## src/rtl/mem_ctrl_pkg.sv

```systemverilog
// Shared state encoding, arbitration modes and transfer-size helper for the
// multi-port byte-serial memory controller.
package mem_ctrl_pkg;

  typedef enum logic [1:0] {IDLE, XFER, DRAIN, FIN} state_t;

  localparam int unsigned ARB_FIXED = 0;
  localparam int unsigned ARB_RR    = 1;

  // Byte count is len+1, clamped to the widest transfer the datapath carries.
  function automatic int unsigned xfer_bytes(input int unsigned len_m1,
                                             input int unsigned max_bytes);
    return (len_m1 + 1 > max_bytes) ? max_bytes : len_m1 + 1;
  endfunction

endpackage

```

## src/rtl/mem_arb.sv

```systemverilog
// NPORT request arbiter: fixed priority or round robin. Grant is combinational;
// the round-robin pointer advances only when the controller takes the grant.
module mem_arb
  import mem_ctrl_pkg::*;
#(
  parameter int unsigned NPORT = 2,
  parameter int unsigned ARB   = ARB_FIXED,
  parameter int unsigned PW    = (NPORT > 1) ? $clog2(NPORT) : 1
) (
  input  logic             clk,
  input  logic             rst,
  input  logic [NPORT-1:0] i_elig,
  input  logic             i_take,
  output logic [NPORT-1:0] o_gnt,
  output logic [PW-1:0]    o_idx,
  output logic             o_any
);

  logic [PW-1:0] r_ptr;
  logic [PW-1:0] w_c;

  // In fixed mode the pointer never leaves 0, so the scan is lowest-index-first.
  always_comb begin
    o_gnt = '0;
    o_idx = '0;
    o_any = 1'b0;
    w_c   = '0;
    for (int unsigned j = 0; j < NPORT; j++) begin
      w_c = PW'((32'(r_ptr) + j) % NPORT);
      if (!o_any && i_elig[w_c]) begin
        o_any      = 1'b1;
        o_idx      = w_c;
        o_gnt[w_c] = 1'b1;
      end
    end
  end

  always_ff @(posedge clk) begin
    if (!rst)
      r_ptr <= '0;
    else if (i_take && ARB == ARB_RR)
      r_ptr <= (o_idx == PW'(NPORT - 1)) ? '0 : o_idx + 1'b1;
  end

endmodule

```

## src/rtl/mem_ctrl_arb.sv

```systemverilog
// Multi-port memory controller: arbitrates NPORT ports onto a byte-wide RAM and
// serialises reads/writes of up to DW/8 bytes with a pipelined read capture.
module mem_ctrl_arb
  import mem_ctrl_pkg::*;
#(
  parameter int unsigned NPORT  = 2,
  parameter int unsigned AW     = 32,
  parameter int unsigned DW     = 32,
  parameter int unsigned LW     = 2,
  parameter int unsigned RD_LAT = 1,
  parameter int unsigned ARB    = ARB_FIXED
) (
  input  logic                clk,
  input  logic                rst,
  input  logic [NPORT-1:0]    req,
  input  logic [NPORT-1:0]    wr,
  input  logic [NPORT*AW-1:0] addr,
  input  logic [NPORT*DW-1:0] wdata,
  input  logic [NPORT*LW-1:0] len,
  output logic [DW-1:0]       rdata,
  output logic [NPORT-1:0]    done,
  input  logic [7:0]          ram_in,
  output logic [7:0]          ram_out,
  output logic [AW-1:0]       ram_a,
  output logic                ram_wr
);

  localparam int unsigned NB = DW / 8;
  localparam int unsigned PW = (NPORT > 1) ? $clog2(NPORT) : 1;

  state_t            r_state, w_next;
  logic [PW-1:0]     r_port, w_idx;
  logic [NPORT-1:0]  w_elig, w_gnt;
  logic              w_any, w_take, w_wr_sel, w_last, r_wr;
  logic [3:0]        r_n, r_k, w_n;
  logic [DW-1:0]     r_wsh, w_wdata_sel, r_rdata;
  logic [AW-1:0]     w_addr_sel, r_ram_a;
  logic [LW-1:0]     w_len_sel;
  logic [7:0]        r_ram_out;
  logic              r_ram_wr;
  logic [RD_LAT-1:0] r_pv;
  logic [2:0]        r_pi [RD_LAT];

  assign w_elig      = req & ~done;
  assign w_take      = (r_state == IDLE) && w_any;
  assign w_wr_sel    = |(w_gnt & wr);
  assign w_addr_sel  = addr[w_idx*AW +: AW];
  assign w_wdata_sel = wdata[w_idx*DW +: DW];
  assign w_len_sel   = len[w_idx*LW +: LW];
  assign w_n         = 4'(xfer_bytes(32'(w_len_sel), NB));
  assign w_last      = (r_k == r_n - 4'd1);

  assign rdata   = r_rdata;
  assign ram_a   = r_ram_a;
  assign ram_out = r_ram_out;
  assign ram_wr  = r_ram_wr;

  mem_arb #(.NPORT(NPORT), .ARB(ARB), .PW(PW)) u_arb (
    .clk    (clk),
    .rst    (rst),
    .i_elig (w_elig),
    .i_take (w_take),
    .o_gnt  (w_gnt),
    .o_idx  (w_idx),
    .o_any  (w_any)
  );

  always_ff @(posedge clk) begin
    if (!rst) r_state <= IDLE;
    else      r_state <= w_next;
  end

  always_comb begin
    w_next = r_state;
    done   = '0;
    unique case (r_state)
      IDLE:    if (w_any) w_next = XFER;
      XFER:    if (w_last) w_next = r_wr ? FIN : DRAIN;
      DRAIN:   if (r_k == 4'(RD_LAT - 1)) w_next = FIN;
      FIN: begin
        w_next       = IDLE;
        done[r_port] = 1'b1;
      end
      default: w_next = IDLE;
    endcase
  end

  // Each issued read byte carries its index down an RD_LAT-deep pipe so the
  // returning byte lands in the right lane without stalling issue.
  always_ff @(posedge clk) begin
    if (!rst) begin
      r_pv <= '0;
      for (int unsigned i = 0; i < RD_LAT; i++) r_pi[i] <= '0;
    end else begin
      r_pv[0] <= (r_state == XFER) && !r_wr;
      r_pi[0] <= r_k[2:0];
      for (int unsigned i = 1; i < RD_LAT; i++) begin
        r_pv[i] <= r_pv[i-1];
        r_pi[i] <= r_pi[i-1];
      end
    end
  end

  always_ff @(posedge clk) begin
    if (!rst) begin
      r_port    <= '0;
      r_wr      <= 1'b0;
      r_n       <= '0;
      r_k       <= '0;
      r_wsh     <= '0;
      r_rdata   <= '0;
      r_ram_a   <= '0;
      r_ram_out <= '0;
      r_ram_wr  <= 1'b0;
    end else begin
      unique case (r_state)
        IDLE: if (w_take) begin
          r_port    <= w_idx;
          r_wr      <= w_wr_sel;
          r_n       <= w_n;
          r_k       <= '0;
          r_ram_a   <= w_addr_sel;
          r_ram_wr  <= w_wr_sel;
          r_ram_out <= w_wdata_sel[7:0];
          r_wsh     <= w_wdata_sel >> 8;
          if (!w_wr_sel) r_rdata <= '0;
        end
        XFER: if (w_last) begin
          r_k      <= '0;
          r_ram_wr <= 1'b0;
        end else begin
          r_k       <= r_k + 4'd1;
          r_ram_a   <= r_ram_a + AW'(1);
          r_ram_out <= r_wsh[7:0];
          r_wsh     <= r_wsh >> 8;
        end
        DRAIN: r_k <= r_k + 4'd1;
        default: ;
      endcase
      if (r_pv[RD_LAT-1]) begin
        for (int unsigned b = 0; b < NB; b++)
          if (r_pi[RD_LAT-1] == 3'(b)) r_rdata[8*b +: 8] <= ram_in;
      end
    end
  end

endmodule
```

## config.mk

```make
export PLATFORM = sky130hd
export DESIGN_NAME = mem_ctrl_arb
export DESIGN_NICKNAME = d
export VERILOG_FILES = /design/src/rtl/mem_ctrl_pkg.sv /design/src/rtl/mem_arb.sv /design/src/rtl/mem_ctrl_arb.sv
export SDC_FILE = /design/constraint.sdc
export NUM_CORES = 1
export LEC_CHECK = 0
export ABC_AREA = 1
export CAP_MARGIN = 40
export CORE_MARGIN = 4
export CORE_UTILIZATION = 30
export DETAILED_ROUTE_END_ITERATION = 10
export GPL_ROUTABILITY_DRIVEN = 0
export HOLD_SLACK_MARGIN = 0.03
export SLEW_MARGIN = 20
export SYNTH_ARGS = -nofsm -noshare
export SYNTH_HDL_FRONTEND = slang
export SYNTH_SLANG_ARGS = --single-unit
```

## constraint.sdc

```tcl
create_clock -name clk -period 2.7 [get_ports clk]
set_input_delay 0.81 -clock clk [delete_from_list [all_inputs] [get_ports clk]]
set_output_delay 0.81 -clock clk [all_outputs]
set_load 0.1 [all_outputs]
```

==> results.sh <==
export IMPL_ctsHoldBuffers=0
export IMPL_path_delay_family="simple AND/OR/NAND/NOR gates"
export IMPL_hold_violations=0
export IMPL_num_rows=54
export IMPL_critPathMaxFanout=60
export IMPL_ys_top_cells_by_area="sky130_fd_sc_hd__dfxtp_1 33%, sky130_fd_sc_hd__nand2_1 19%, sky130_fd_sc_hd__nor2_1 11%, sky130_fd_sc_hd__nand3_1 9.4%, sky130_fd_sc_hd__o21ai_0 5.7%"
export IMPL_power_ir_vdd_worst_mv=0.767
export IMPL_most_common_library_cell_in_the_layout_ignoring_fill_and_taps="sky130_fd_sc_hd__nand2_1"
export IMPL_drtAntennaViolNets=0
export IMPL_dpl_cell_count=1590
export IMPL_grt_pass1_vias=7166
export IMPL_clkTransAtPathRegs_ns=0.07
export IMPL_layout_area_overhead_vs_synth_pct=38.6
export IMPL_netlist_area_um2=6720
export IMPL_syn_num_nets=1284
export IMPL_placement_io_buffers=220
export IMPL_drt_wirelength_per_cell_um=15.1
export IMPL_relSlewSlack_pct=63.7
export IMPL_fin_setup_tns_ns=0
export IMPL_path_buf_inv=2
export IMPL_globalRoute_totalOverflow=0
export IMPL_finalClockSkew_ns=0.0133
export IMPL_report_final_setup_viol=0
export IMPL_finalMaxSlewViolations=0
export IMPL_cts_htree_levels=3
export IMPL_cpMostUsedCell="sky130_fd_sc_hd__nand2_1"
export IMPL_synth_cell_types=25
export IMPL_synth_warnings=0
export IMPL_worstSetupEndpointType="flip-flop"
export IMPL_route_detailed_drc=0
export IMPL_startpoint="req[0]"
export IMPL_fp_dieW_um=158
export IMPL_postCtsResizedCells=0
export IMPL_detailroute_via_count=7726
export IMPL_cts_made_buffers=9
export IMPL_pwr_share_comb_pct=61.7
export IMPL_dp_final_hpwl_um=18200
export IMPL_cap_violations=0
export IMPL_initial_cell_density_of_the_core_pct=30.6
export IMPL_post_layout_cell_count=1609
export IMPL_yosys_register_bits=112
export IMPL_cells_traversed_along_the_worst_timing_path="clkdlybuf4s50_1 -> nand2_2 -> nand2_2 -> buf_12 -> nand2_1 -> nand3_1 -> nand2_1 -> nand3_1 -> nand2_1 -> nor2_1"
export IMPL_power_clock_fraction_pct=12.5
export IMPL_global_route_usage_total_pct=19.2
export IMPL_outcome="complete, no violations"
export IMPL_grt_first_pass_wirelength_um=38100
export IMPL_power_leakage_nw=4.14
export IMPL_detail_route_iter0_violations=490
export IMPL_switching_share_pct=56.6
export IMPL_core_um2=22000
export IMPL_share_seq_of_total_power_pct=25.8
export IMPL_worst_ep_required_time_ns=2.99
export IMPL_synth_top_area_share_pct=33.4
export IMPL_synth_sequential_area_ratio_pct=33.4
export IMPL_cts_sinks=112
export IMPL_detail_route_wirelength_um=24200
export IMPL_die_height_um=158
export IMPL_layout_worst_path_cycle_share_pct=82.0
export IMPL_via_per_inst=4.80
export IMPL_rsz0062_at_grt="false"
export IMPL_power_density_nw_per_um2=1150
export IMPL_synth_top_area_cell="sky130_fd_sc_hd__dfxtp_1"
export IMPL_worstPathArrival_ns=2.51
export IMPL_slowest_delay_ns=0.51
export IMPL_min_path_type="reg -> reg"
export IMPL_worst_setup_path_start_kind="primary input"
export IMPL_final_period_demand_of_the_worst_path_ns=2.21
export IMPL_grt_max_degree=61
export IMPL_io_pins=221
export IMPL_synth_avg_cell_area_um2=5.96
export IMPL_cts_setup_buffers=0
export IMPL_cts_tree="yes"
export IMPL_crit_path_top_delay_cell="sky130_fd_sc_hd__clkdlybuf4s50_1"
export IMPL_post_route_cells_drive_above_1_share_pct=9.88
export IMPL_totalPowerFinal_mw=10.7
export IMPL_nNetsFinal=1477
export IMPL_power_report_internal_total_mw=4.65
export IMPL_switchingPower_mw=6.07
export IMPL_commonest_non_fill_non_tap_cells_in_the_layout="334 x sky130_fd_sc_hd__nand2_1, 197 x sky130_fd_sc_hd__nor2_1, 144 x sky130_fd_sc_hd__clkdlybuf4s50_1, 126 x sky130_fd_sc_hd__nand3_1, 112 x sky130_fd_sc_hd__dfxtp_1"
export IMPL_min_delay_start="r_wsh[2]$_SDFFE_PN0P_"
export IMPL_die_area_um2=24900
export IMPL_synthCells=1128
export IMPL_root_buffer="sky130_fd_sc_hd__clkbuf_16"
export IMPL_criticalPathCategory="in -> reg"
export IMPL_drt_pass1_iter_count=5
export IMPL_cts_path_max_buffers=2
export IMPL_antenna_violations_before_repair=4
export IMPL_timing_worst_slew_pin_value_ns=0.544
export IMPL_achievable_frequency_ghz=0.452
export IMPL_clk_latency_ns=0.36
export IMPL_reg2reg_from="r_state[0]$_SDFFE_PN0P_"
==> cells in the mapped netlist (all sizes together) <==
cell type	instances
nand3	126
dfxtp	112
ha	10
nand2	339
a21oi	45
a31oi	3
xor2	2
o21ai	79
nand4	1
nor2	198
o211ai	9
inv	103
xnor2	1
clkbuf	27
o22ai	33
buf	34
nor3	3
nand3b	3
==> power by group through the flow <==
stage / sequential (mW) / combinational, mW / clock, mW
2_1_floorplan: 4.99 / 2.82 / 0
3_3_place_gp: 2.81 / 6.60 / 0
3_5_place_dp: 2.80 / 6.63 / 0
4_1_cts: 2.77 / 6.65 / 1.38
5_1_grt: 2.84 / 7.23 / 1.45
6_report: 2.77 / 6.62 / 1.34
==> layer usage <==
metal  GRT usage (%)  up-vias  part of all wire (%)
met3            4.46       23                   6.0
met1            26.1     3496                    46
met2            30.4      202                    46
li1                -     4001                     -
met4            5.49        4                   1.5
met5               0        -                 0.095
==> logic make-up (layout without fill, tap and decap cells) <==
kind of cell               count (synthesis)  after routing  share of synthesized area, %
and+or+nand+nor                          670            670                          40.5
AOI/OAI and AO/OA                        169            169                          13.7
DFF                                      112            112                          33.4
adders and majority gates                 10             10                          1.86
xor gates and xnor gates                   3              3                         0.391
buffers and inverters                    164            362                          10.2
other                                      0              3                             0
==> registers in the layout, summed over array words and instances, names as in the netlist <==
signal   flops
r_port       1
r_k          4
ram_a       32
r_wr         1
ram_out      8
ram_wr       1
r_pv         1
r_n          3
r_state      2
r_pi         3
rdata       32
r_wsh       24
==> stage by stage <==
step	hold slack, ns	utilization, %	cell area (um2)	worst slack, ns
finish	0.478	42.4	9320	0.487
global route	0.504	42.4	9310	0.341
CTS	0.481	42.4	9310	0.485
detailed placement	0.465	41.1	9020	0.138
global placement	0.459	41.1	9020	0.216
floorplan	0.426	-	6720	0.346
==> path summary, 6_finish.rpt <==
kind / to / slack (ns) / cells past startpoint
max reg2reg: ram_a[20]$_SDFFE_PN0P_ / 0.70 / 12
min: r_wsh[2]$_SDFFE_PN0P_ / 0.48 / 2
min reg2reg: r_wsh[2]$_SDFFE_PN0P_ / 0.48 / 2
max: ram_a[20]$_SDFFE_PN0P_ / 0.49 / 10
==> cell type report <==
type	count	area, um2
Timing Repair Buffer	243	2240
Antenna cell	3	7.51
Clock buffer	9	225
Sequential cell	112	2240
Multi-Input combinational cell	852	3800
Fill cell	2344	12600
Tap cell	280	350
Clock inverter	7	60.1
Inverter	103	387
==> worst register-to-register path, stage by stage (launching register included) <==
cell and delay (ns):
sky130_fd_sc_hd__dfxtp_1 0.41, sky130_fd_sc_hd__ha_1 0.23, sky130_fd_sc_hd__nand2_1 0.09, sky130_fd_sc_hd__nand2_1 0.13, sky130_fd_sc_hd__inv_2 0.06, sky130_fd_sc_hd__nand2_2 0.16
sky130_fd_sc_hd__buf_12 0.28, sky130_fd_sc_hd__nand2_1 0.17, sky130_fd_sc_hd__nand3_1 0.13, sky130_fd_sc_hd__nand2_1 0.07, sky130_fd_sc_hd__nand3_1 0.07, sky130_fd_sc_hd__nand2_1 0.05
sky130_fd_sc_hd__nor2_1 0.10
Note: power is estimated with default switching activity, not from simulation.
